### src/rtl/cdc_handshake_tx.sv
// cdc_handshake_tx: source side of a 4-phase req/ack crossing; holds the word on data_out
// until the resynchronised ack returns to zero.
module cdc_handshake_tx #(
  parameter int DATA_WIDTH = 8,
  parameter int NUM_STAGES = 2,
  parameter int CNT_WIDTH  = 16
) (
  input  logic                  clk,
  input  logic                  rst,
  input  logic                  in_valid,
  input  logic [DATA_WIDTH-1:0] in_data,
  output logic                  in_ready,
  output logic                  req_out,
  output logic [DATA_WIDTH-1:0] data_out,
  input  logic                  ack_in,
  output logic                  busy,
  output logic                  done,
  output logic [CNT_WIDTH-1:0]  tx_count
);
  typedef enum logic [1:0] {IDLE, REQ, RELEASE} state_t;
  state_t                r_state, w_next;
  logic [NUM_STAGES-1:0] r_ack_sync;
  logic                  r_req, r_done;
  logic [DATA_WIDTH-1:0] r_data;
  logic [CNT_WIDTH-1:0]  r_cnt;
  logic                  w_ack_s, w_accept, w_complete;
  assign w_ack_s = r_ack_sync[NUM_STAGES-1];
  always_ff @(posedge clk or negedge rst) begin
    if (!rst) r_ack_sync <= '0;
    else      r_ack_sync <= {r_ack_sync[NUM_STAGES-2:0], ack_in};
  end
  always_ff @(posedge clk or negedge rst) begin
    if (!rst) r_state <= IDLE;
    else      r_state <= w_next;
  end
  always_comb begin
    w_next = (r_state == IDLE    &&  w_accept) ? REQ     :
             (r_state == REQ     &&  w_ack_s)  ? RELEASE :
             (r_state == RELEASE && !w_ack_s)  ? IDLE    : r_state;
  end
  always_comb begin
    in_ready   = (r_state == IDLE) && !w_ack_s;
    busy       = (r_state != IDLE);
    w_accept   = in_valid && in_ready;
    w_complete = (r_state == RELEASE) && !w_ack_s;
  end
  // req comes straight from its own flop so the crossing never sees a decode glitch
  always_ff @(posedge clk or negedge rst) begin
    if (!rst) begin
      r_req  <= 1'b0;
      r_data <= '0;
      r_done <= 1'b0;
      r_cnt  <= '0;
    end else begin
      r_req  <= (w_next == REQ);
      r_data <= w_accept ? in_data : r_data;
      r_done <= w_complete;
      r_cnt  <= r_cnt + CNT_WIDTH'(w_complete);
    end
  end
  assign req_out  = r_req;
  assign data_out = r_data;
  assign done     = r_done;
  assign tx_count = r_cnt;
endmodule

### config.mk
export PLATFORM = sky130hd
export DESIGN_NAME = cdc_handshake_tx
export DESIGN_NICKNAME = d
export VERILOG_FILES = /design/src/rtl/cdc_handshake_tx.sv
export SDC_FILE = /design/constraint.sdc
export NUM_CORES = 1
export LEC_CHECK = 0
export ABC_AREA = 1
export CAP_MARGIN = 0
export CELL_PAD_IN_SITES_DETAIL_PLACEMENT = 1
export CELL_PAD_IN_SITES_GLOBAL_PLACEMENT = 2
export CORE_ASPECT_RATIO = 0.9
export CORE_MARGIN = 5
export CORE_UTILIZATION = 30
export DETAILED_ROUTE_END_ITERATION = 8
export GPL_TIMING_DRIVEN = 0
export PLACE_DENSITY_LB_ADDON = 0.1
export SETUP_SLACK_MARGIN = 0.5
export SYNTH_ARGS = -nofsm -noshare
export SYNTH_HDL_FRONTEND = slang
export SYNTH_SLANG_ARGS = --single-unit
### constraint.sdc
create_clock -name clk -period 3.95 [get_ports clk]
set_input_delay 0.5925 -clock clk [delete_from_list [all_inputs] [get_ports clk]]
set_output_delay 0.5925 -clock clk [all_outputs]
set_load 0.1 [all_outputs]
==> flow_metrics.env <==
export IMPL_outcome="finished, final reports clean"
export IMPL_async_flop_share_pct=100
export IMPL_rows=23
export IMPL_netlist_area_mm2=0.00136
export IMPL_clk_insertion_delay_late_ns=0.27
export IMPL_yosys_cell_types_count=22
export IMPL_crit_type="reg -> out"
export IMPL_grtUsageTotal_pct=12.7
export IMPL_stdcell_count=249
export IMPL_ir_drop_mv=0.525
export IMPL_path_max_fanout=10
export IMPL_drive_gt1_share_pct=13.9
export IMPL_arrival_ns=2.25
export IMPL_first_iter_violations=29
export IMPL_ctsHoldBuffers=0
export IMPL_p_per_area_mw_per_mm2=829
export IMPL_switching_power_uw=866
export IMPL_final_core_util_pct=43.1
export IMPL_synth_top_area_cell="dfrtp_1"
export IMPL_seq_area_um2=751
export IMPL_cp_end_kind="output pin"
export IMPL_synth_seq_area_share_pct=55.4
export IMPL_firstDrtPassIters=4
export IMPL_wl_um=3380
export IMPL_final_min_clock_period_ns=2.84
export IMPL_fin_skew_ns=0.00437
export IMPL_syn_nets=156
export IMPL_clock_path_buffers=2
export IMPL_synth_area_top_cells="dfrtp_1 55%, nand2_1 11%, nand3_1 4.8%"
export IMPL_io_pins=40
export IMPL_start_kind="flop"
export IMPL_maxCapViolations=0
export IMPL_placed_area_mm2=0.00181
export IMPL_finalNetCount=201
export IMPL_fp_dieH_um=73.8
export IMPL_initial_utilization_pct=30.8
export IMPL_clk_pin_slew_ns=0.06
export IMPL_multi_input_area_um2=547
export IMPL_die_w_um=80.8
export IMPL_yosysWarnings=0
export IMPL_ys_flop_type="dfrtp_1"
export IMPL_finalCritPeriodShare_pct=72.0
export IMPL_power_frac_seq_pct=28.8
export IMPL_antenna_found_initial=0
export IMPL_dpl_cell_count=241
export IMPL_n_antenna_cell=0
export IMPL_n_fill_cell=507
export IMPL_clkPwrFrac_pct=15.8
export IMPL_cts_sinks=30
export IMPL_worstPathRequired_ns=3.36
export IMPL_setup_viol=0
export IMPL_port_buffers=38
export IMPL_swShare_pct=55.0
export IMPL_dp_hpwl_um=2660
export IMPL_viasPerCell=4.49
export IMPL_p_leak_uw=0.000865
export IMPL_vias=1119
export IMPL_numCtsBuffers=5
export IMPL_synthToLayoutAreaGrowth_pct=40.2
export IMPL_synth_avg_cell_area_um2=9.61
export IMPL_fin_setup_tns_ns=0
export IMPL_rsz0062_at_grt="false"
export IMPL_drc=0
export IMPL_hold_path_class="in -> async"
export IMPL_final_area_mm2=0.00190
export IMPL_cts_repair_resized=0
export IMPL_cts_root_buf="clkbuf_8"
export IMPL_core_area_mm2=0.00440
export IMPL_syn_inst=141
export IMPL_cts_tree="done"
export IMPL_fmax_mhz=352
export IMPL_overflow=0
export IMPL_p_int_uw=708
export IMPL_synth_edf_count=0
export IMPL_ant_nets=0
export IMPL_finalMaxSlewViolations=0
export IMPL_cts_setup_buffers=0
export IMPL_synth_top_cell_area_share_pct=55.4
export IMPL_gp_congestion=0.728
export IMPL_h_tree_depth=2
export IMPL_grt_pass1_vias=1231
export IMPL_grt_pass1_wl_um=5710
export IMPL_p_comb_share_pct=55.4
export IMPL_wl_per_cell_um=13.6
export IMPL_die_area_mm2=0.00596
export IMPL_grt_max_degree=31
export IMPL_max_slew_margin_pct=33.5
export IMPL_synth_seq_cells=30
export IMPL_tightest_slew_ns=0.995
export IMPL_finalHoldViolCount=0
-- layout make-up --
type / count / share of cell area [%]
Multi-Input combinational cell: 96 / 28.8
Timing Repair Buffer: 38 / 19.8
Buffer: 1 / 0.264
Clock inverter: 1 / 0.264
Clock buffer: 7 / 4.55
Inverter: 14 / 2.77
Tap cell: 62 / 4.08
Sequential cell: 30 / 39.5
-- kinds of logic (layout without fill, tap and decap cells) --
group | Yosys count | after routing | share of synthesized area [%]
AOI/OAI and AO/OA | 5 | 5 | 2.22
and+or+nand+nor | 80 | 80 | 30.2
xor gates and xnor gates | 8 | 8 | 5.17
DFF | 30 | 30 | 55.4
buffers and inverters | 15 | 61 | 4.25
adders and majority gates | 3 | 3 | 2.77
-- sequential cells by signal, indices dropped and copies added (netlist names) --
signal,cells
tx_count,16
data_out,8
r_ack_sync,2
r_state,2
done,1
req_out,1
-- through the flow --
| step | worst slack, ns | hold WS [ns] | total power, uW |
|---|---|---|---|
| floorplan | 1.94 | 0.297 | 1120 |
| global placement | 1.43 | 0.336 | 1330 |
| detailed placement | 1.37 | 0.345 | 1340 |
| CTS | 1.06 | 0.359 | 1600 |
| global route | 0.981 | 0.375 | 1640 |
| finish | 1.11 | 0.343 | 1570 |
-- placed cells by master, fill, tap and decap left out --
cell	synthesis	layout
nand2_4	2	2
clkdlybuf4s50_1	0	37
o21ai_1	2	2
nand3_1	13	13
o21bai_1	1	1
nand3_2	1	1
dfrtp_1	30	30
nand2_2	5	5
nor2_8	1	1
o21ai_0	1	1
nand4_1	4	4
xnor2_1	3	3
o211ai_1	1	1
xor2_1	5	5
nand2_1	38	38
ha_1	3	3
nor2_4	3	3
clkbuf_8	0	6
nor2_1	8	8
clkinv_2	0	1
nor3_1	2	2
buf_2	1	2
clkbuf_1	0	1
inv_2	2	2
nor2_2	3	3
inv_1	12	12
-- cell usage after synthesis (3+ instances only) --
cell type and number:
nor2_1 8, ha_1 3, xnor2_1 3, nor2_2 3
dfrtp_1 30, nand3_1 13, xor2_1 5, nor2_4 3
inv_1 12, nand4_1 4, nand2_2 5, nand2_1 38
-- metal layers --
metal  wire length [um]  share of wire (%)  track usage, %  up-vias
li1                   -                  -               -      535
met1               1440                 43            15.2      556
met2               1740                 52            21.5       23
met3                156                4.6            3.92        5
met4                 38                1.1            4.50        0
met5                  0                  0               0        -
-- worst max-delay path: stages (launching register included) --
cell and delay, ns:
dfrtp_1 0.41, nor2_1 0.15, inv_2 0.08, nor2_8 0.17, clkdlybuf4s50_1 1.17
-- power by group through the flow --
stage / Sequential, uW / Clock (uW) / Combinational, uW
global placement: 453 / 0 / 873
global route: 465 / 274 / 904
CTS: 455 / 260 / 883
detailed placement: 459 / 0 / 881
finish: 453 / 248 / 872
floorplan: 943 / 0 / 179
-- final timing paths --
path	from	end	slack, ns	depth (start not counted)
hold / removal	rst	tx_count[6]	0.34	1
max in group asynchronous	rst	tx_count[15]	3.17	1
setup reg to reg	r_ack_sync[1]	tx_count[14]	1.93	8
min in group clk	r_ack_sync[0]	r_ack_sync[1]	0.36	0
hold reg to reg	r_ack_sync[0]	r_ack_sync[1]	0.36	0
setup / recovery	r_state[0]	in_ready	1.11	4
Power figures use the tool's default switching activity.
